### src/rtl/stamp_writer_pkg.sv
// Frame geometry shared with the colour-tracking block, plus the stamp FSM encoding.
package stamp_writer_pkg;

    localparam int unsigned FRAME_W    = 640;
    localparam int unsigned FRAME_H    = 480;
    localparam int unsigned ADDR_W     = 19;
    localparam int unsigned STAMP_HALF = 4;
    localparam int unsigned COORD_W    = 16;

    localparam logic [31:0] NOT_FOUND = 32'hFFFF_FFFF;

    typedef enum logic [1:0] {
        ST_IDLE  = 2'd0,
        ST_SETUP = 2'd1,
        ST_WRITE = 2'd2,
        ST_DONE  = 2'd3
    } state_t;

endpackage

### src/rtl/stamp_addr_gen.sv
// Walks the clipped stamp window row-major; row_base accumulates by FRAME_W so the loop needs no multiplier.
module stamp_addr_gen
    import stamp_writer_pkg::*;
#(
    parameter int unsigned FRAME_W = stamp_writer_pkg::FRAME_W,
    parameter int unsigned ADDR_W  = stamp_writer_pkg::ADDR_W,
    parameter int unsigned COORD_W = stamp_writer_pkg::COORD_W
) (
    input  logic               clk,
    input  logic               reset_n,
    input  logic               load,
    input  logic               advance,
    input  logic [COORD_W-1:0] x0,
    input  logic [COORD_W-1:0] x1,
    input  logic [COORD_W-1:0] y0,
    input  logic [COORD_W-1:0] y1,
    input  logic [ADDR_W-1:0]  base0,
    output logic [ADDR_W-1:0]  addr,
    output logic               last
);

    logic [COORD_W-1:0] col;
    logic [COORD_W-1:0] row;
    logic [COORD_W-1:0] col_lo;
    logic [COORD_W-1:0] col_hi;
    logic [COORD_W-1:0] row_hi;
    logic [ADDR_W-1:0]  row_base;

    always_ff @(posedge clk or negedge reset_n) begin
        if (!reset_n) begin
            col      <= '0;
            row      <= '0;
            col_lo   <= '0;
            col_hi   <= '0;
            row_hi   <= '0;
            row_base <= '0;
        end else if (load) begin
            col      <= x0;
            row      <= y0;
            col_lo   <= x0;
            col_hi   <= x1;
            row_hi   <= y1;
            row_base <= base0;
        end else if (advance) begin
            if (col < col_hi) begin
                col <= col + 1'b1;
            end else if (row < row_hi) begin
                col      <= col_lo;
                row      <= row + 1'b1;
                row_base <= row_base + ADDR_W'(FRAME_W);
            end
        end
    end

    assign addr = row_base + ADDR_W'(col);
    assign last = (col >= col_hi) && (row >= row_hi);

endmodule

### src/rtl/stamp_writer.sv
// Draws a clipped square stamp of one colour around the tracked position via a valid/ready pixel-write port.
//
//   state | meaning
//   IDLE  | waiting for start; inputs latched on start
//   SETUP | bounds check and window clipping, address generator loaded
//   WRITE | one pixel write per handshake, row-major
//   DONE  | one-cycle done pulse, skipped qualifies it
module stamp_writer
    import stamp_writer_pkg::*;
#(
    parameter int unsigned FRAME_W    = stamp_writer_pkg::FRAME_W,
    parameter int unsigned FRAME_H    = stamp_writer_pkg::FRAME_H,
    parameter int unsigned STAMP_HALF = stamp_writer_pkg::STAMP_HALF,
    parameter int unsigned ADDR_W     = stamp_writer_pkg::ADDR_W
) (
    input  logic              clk,
    input  logic              reset_n,
    input  logic              start,
    input  logic [31:0]       x_pos,
    input  logic [31:0]       y_pos,
    input  logic [31:0]       stamp_color,
    output logic              wr_valid,
    input  logic              wr_ready,
    output logic [ADDR_W-1:0] wr_addr,
    output logic [31:0]       wr_data,
    output logic              busy,
    output logic              done,
    output logic              skipped
);

    localparam logic [32:0] FW33   = 33'(FRAME_W);
    localparam logic [32:0] FH33   = 33'(FRAME_H);
    localparam logic [32:0] HALF33 = 33'(STAMP_HALF);

    state_t state;
    state_t state_nxt;

    logic [31:0]        x_lat;
    logic [31:0]        y_lat;
    logic [31:0]        color_lat;
    logic               skip_flag;

    logic [32:0]        x_ext;
    logic [32:0]        y_ext;
    logic [32:0]        x_hi;
    logic [32:0]        y_hi;
    logic               out_of_frame;
    logic [COORD_W-1:0] x0;
    logic [COORD_W-1:0] x1;
    logic [COORD_W-1:0] y0;
    logic [COORD_W-1:0] y1;
    logic [ADDR_W-1:0]  base0;

    logic               load;
    logic               hs;
    logic               last_pix;
    logic [ADDR_W-1:0]  gen_addr;

    // Widened by one bit so x + STAMP_HALF cannot wrap before the compare.
    always_comb begin
        x_ext        = {1'b0, x_lat};
        y_ext        = {1'b0, y_lat};
        x_hi         = x_ext + HALF33;
        y_hi         = y_ext + HALF33;
        out_of_frame = (x_ext >= FW33) || (y_ext >= FH33);
        x0 = (x_ext < HALF33)     ? '0 : COORD_W'(x_ext - HALF33);
        y0 = (y_ext < HALF33)     ? '0 : COORD_W'(y_ext - HALF33);
        x1 = (x_hi > FW33 - 33'd1) ? COORD_W'(FRAME_W - 1) : COORD_W'(x_hi);
        y1 = (y_hi > FH33 - 33'd1) ? COORD_W'(FRAME_H - 1) : COORD_W'(y_hi);
        base0 = ADDR_W'(32'(y0) * FRAME_W);
    end

    always_ff @(posedge clk or negedge reset_n) begin
        if (!reset_n) begin
            x_lat     <= '0;
            y_lat     <= '0;
            color_lat <= '0;
        end else if (state == ST_IDLE && start) begin
            x_lat     <= x_pos;
            y_lat     <= y_pos;
            color_lat <= stamp_color;
        end
    end

    always_ff @(posedge clk or negedge reset_n) begin
        if (!reset_n) begin
            skip_flag <= 1'b0;
        end else if (state == ST_SETUP) begin
            skip_flag <= out_of_frame;
        end else if (state == ST_DONE) begin
            skip_flag <= 1'b0;
        end
    end

    always_ff @(posedge clk or negedge reset_n) begin
        if (!reset_n) begin
            state <= ST_IDLE;
        end else begin
            state <= state_nxt;
        end
    end

    always_comb begin
        state_nxt = state;
        unique case (state)
            ST_IDLE:  if (start) state_nxt = ST_SETUP;
            ST_SETUP: state_nxt = out_of_frame ? ST_DONE : ST_WRITE;
            ST_WRITE: if (hs && last_pix) state_nxt = ST_DONE;
            ST_DONE:  state_nxt = ST_IDLE;
            default:  state_nxt = ST_IDLE;
        endcase
    end

    always_comb begin
        wr_valid = (state == ST_WRITE);
        busy     = (state != ST_IDLE);
        done     = (state == ST_DONE);
        skipped  = (state == ST_DONE) && skip_flag;
        load     = (state == ST_SETUP) && !out_of_frame;
    end

    assign hs      = wr_valid && wr_ready;
    assign wr_addr = gen_addr;
    assign wr_data = color_lat;

    stamp_addr_gen #(
        .FRAME_W (FRAME_W),
        .ADDR_W  (ADDR_W),
        .COORD_W (COORD_W)
    ) u_addr_gen (
        .clk     (clk),
        .reset_n (reset_n),
        .load    (load),
        .advance (hs),
        .x0      (x0),
        .x1      (x1),
        .y0      (y0),
        .y1      (y1),
        .base0   (base0),
        .addr    (gen_addr),
        .last    (last_pix)
    );

endmodule

### config.mk
export PLATFORM = sky130hd
export DESIGN_NAME = stamp_writer
export DESIGN_NICKNAME = d
export VERILOG_FILES = /design/src/rtl/stamp_writer_pkg.sv /design/src/rtl/stamp_addr_gen.sv /design/src/rtl/stamp_writer.sv
export SDC_FILE = /design/constraint.sdc
export NUM_CORES = 1
export LEC_CHECK = 0
export CAP_MARGIN = 20
export CORE_MARGIN = 1.5
export CORE_UTILIZATION = 40
export DETAILED_ROUTE_END_ITERATION = 8
export PLACE_DENSITY = 0.72
export SYNTH_ARGS = -nofsm -noshare
export SYNTH_HDL_FRONTEND = slang
export SYNTH_SLANG_ARGS = --single-unit
export TNS_END_PERCENT = 100
### constraint.sdc
create_clock -name clk -period 7.1 [get_ports clk]
set_input_delay 2.13 -clock clk [delete_from_list [all_inputs] [get_ports clk]]
set_output_delay 2.13 -clock clk [all_outputs]
set_load 0.1 [all_outputs]
==> flow_summary.toml <==
[layout]
n_antenna_cell = 0
num-nets-final = 1354
area_growth_pct = 21.91
multiInputGateArea_um2 = 5690
seqCellArea_um2 = 4780
fillCellCount = 2416
drive_gt1_frac = 0.1376

[yosys]
yosys_warnings = 0
synth.distinct_cells = 74
syn_area_um2 = 10940
synth-edff-count = 0
synthArstFlopShare = 1.000
syn-num-nets = 1230
ys_ff_latch = 191
synth_top_cell_by_area = "dfrtp_1"
ys_top_cells_by_area = "dfrtp_1 44%, mux2_2 10%, ha_1 8.5%"
synthCells = 1055
synth_top_cell_area_share = 0.4368
synth_seq_area_share = 0.4368
synth_common_cells = "191 x dfrtp_1, 101 x mux2_2, 75 x nand2_1, 74 x ha_1"
ys.flop_type = "dfrtp_1"
synth.most_common_cell = "dfrtp_1"
avgSynthCellArea_um2 = 10.37

[floorplan]
start_util = 0.4072
ios = 155
chipWidth_um = 168.4
die_y_um = 168.4
die_area_um2 = 28360
core_area_um2 = 26880
rows = 60

[timing]
worstMarginPinSlew_ns = 1.054
tns_ns = 0
finalMaxSlewViolations = 0
slew_headroom = 0.2952
min_period_ns = 6.197
rsz0062_at_grt = "false"
period_share = 0.8728
setup_viol = 0
finalClockSkew_ns = 0.009501
fmax_ghz = 0.1614
setup_ws_ns = 0.9030
hold_violations = 0

[run]
max_cap_viol_count = 0

[global_routing]
antenna_found_initial = 0
overflow = 0
track_usage = 0.1967
first_global_vias = 8565
grt_max_degree = 84
grt_pass1_wl_mm = 44.64

[drt]
wl_met3_mm = 1.658
met2_length_mm = 12.52
wl_met1_mm = 12.48
routed_wl_mm = 27.02
drt_iter0_drc = 515
viasPerCell = 5.556
dr.max_layer_used = "met4"
vias = 8517
routedWlPerCell_um = 17.63
ant_nets = 0
drc_errors = 0
dr.pass1.iters = 5

[critical_path]
cpMostUsedCell = "a21oi_1"
critPathTopFamily = "compound AO/OA/AOI/OAI gates"
slowest_delay_ns = 1.18
startpoint_type = "flop"
critPathBufInv = 1
slowest_stage = "clkdlybuf4s50_1"
worstPathArrival_ns = 4.07
setup.worst_path.class = "reg2out"
critPathCaptureType = "output port"
cp_cell_sequence = "ha_1, a21oi_1, o21bai_1, a21oi_1, nor2b_1, o41a_1, a311oi_1, xnor2_1, clkdlybuf4s50_1"
path_max_fanout = 5
required_ns = 4.97

[run_status]
status = "finished, final reports clean"

[clock_tree]
post_cts_buffers = 0
clock_path_buffers = 2
cts_tree = "done"
numCtsBuffers = 17
clk_root_buffer_cell = "clkbuf_16"
clock-sinks = 191
clkTransAtPathRegs_ns = 0.07
cts_htree_levels = 4
cts-hold-fix-buffers = 0
post_cts_resized = 0
clock_latency_ns = 0.44

[place]
place_hpwl_mm = 19.03
port_buffers = 154
routabilityCongestion = 0.8351
preCtsSetupSlack_ns = 1.419

[worst_hold_path]
hp-class = "reg2reg"
area by class of cell:
cell class,instances,share of cell area
multi-input cells,749,0.4266
flip-flops and latches,191,0.3583
repair buffers,163,0.1224
clock buffers,19,0.03320
well taps,341,0.03198
inverters,57,0.01604
clock inverters,13,0.01154
kinds of logic after synthesis:
logic type,Yosys count,synth area share
AOI/OAI and AO/OA,202,0.1245
xor gates and xnor gates,73,0.05968
DFF,191,0.4368
and+or+nand+nor,287,0.1341
adders and majority gates,75,0.08644
buffers and inverters,115,0.04413
muxes,112,0.1143
metal layers:
| layer | vias to the layer above | track usage |
|---|---|---|
| met2 | 254 | 0.3141 |
| met4 | 0 | 0.05241 |
| met1 | 4192 | 0.2654 |
| met5 | - | 0 |
| met3 | 32 | 0.05031 |
| li1 | 4039 | - |
placed cells by master, fill, tap and decap left out, types with 36 or more instances in the layout:
| cell type | count |
|---|---|
| clkdlybuf4s50_1 | 153 |
| dfrtp_1 | 191 |
| o21ai_0 | 59 |
| inv_1 | 57 |
| ha_1 | 74 |
| a21oi_1 | 45 |
| nand3_1 | 36 |
| xnor2_1 | 48 |
| nor2_1 | 59 |
| mux2_2 | 101 |
| nand2_1 | 74 |
worst min-delay path: stages, from the launching register on:
cell	delay (ns)
dfrtp_1	0.35
nand2_1	0.05
nand2_1	0.05
registers in the layout, indices dropped and copies added, names as in the netlist:
| name | flops |
|---|---|
| state | 2 |
| u_addr_gen.row | 16 |
| x_lat | 32 |
| skip_flag | 1 |
| y_lat | 32 |
| wr_data | 32 |
| u_addr_gen.col | 16 |
| u_addr_gen.col_lo | 16 |
| u_addr_gen.row_hi | 16 |
| u_addr_gen.col_hi | 16 |
| u_addr_gen.row_base | 12 |
stage by stage:
| stage | cell area, µm² | hold slack, ns | std cells | utilization |
|---|---|---|---|---|
| after CTS | 13310 | 0.4824 | 1532 | 0.4953 |
| after detailed placement | 12720 | 0.4624 | 1500 | 0.4731 |
| after global routing | 13340 | 0.5042 | 1533 | 0.4964 |
| after global placement | 12720 | 0.4604 | 1500 | 0.4731 |
| final | 13340 | 0.4804 | 1533 | 0.4964 |
| after floorplan | 10940 | 0.4418 | 1055 | - |
final timing paths:
kind	startpoint	to	slack (ns)	cells after the start
min in group asynchronous	reset_n	u_addr_gen.col_hi[5]$_DFFE_PN0P_	1.72	1
setup / recovery	u_addr_gen.row_base[8]$_DFFE_PN0P_	wr_addr[16]	0.90	9
setup reg to reg	y_lat[6]$_DFFE_PN0P_	u_addr_gen.row_base[18]$_DFFE_PN0P_	3.29	16
hold reg to reg	u_addr_gen.col_lo[4]$_DFFE_PN0P_	u_addr_gen.col_lo[4]$_DFFE_PN0P_	0.48	2
hold / removal	u_addr_gen.col_lo[4]$_DFFE_PN0P_	u_addr_gen.col_lo[4]$_DFFE_PN0P_	0.48	2
max in group asynchronous	reset_n	u_addr_gen.row_hi[9]$_DFFE_PN0P_	4.15	2
Power is not shown: default switching activity piles up to over one toggle a cycle in this logic, so the estimate is an artifact.
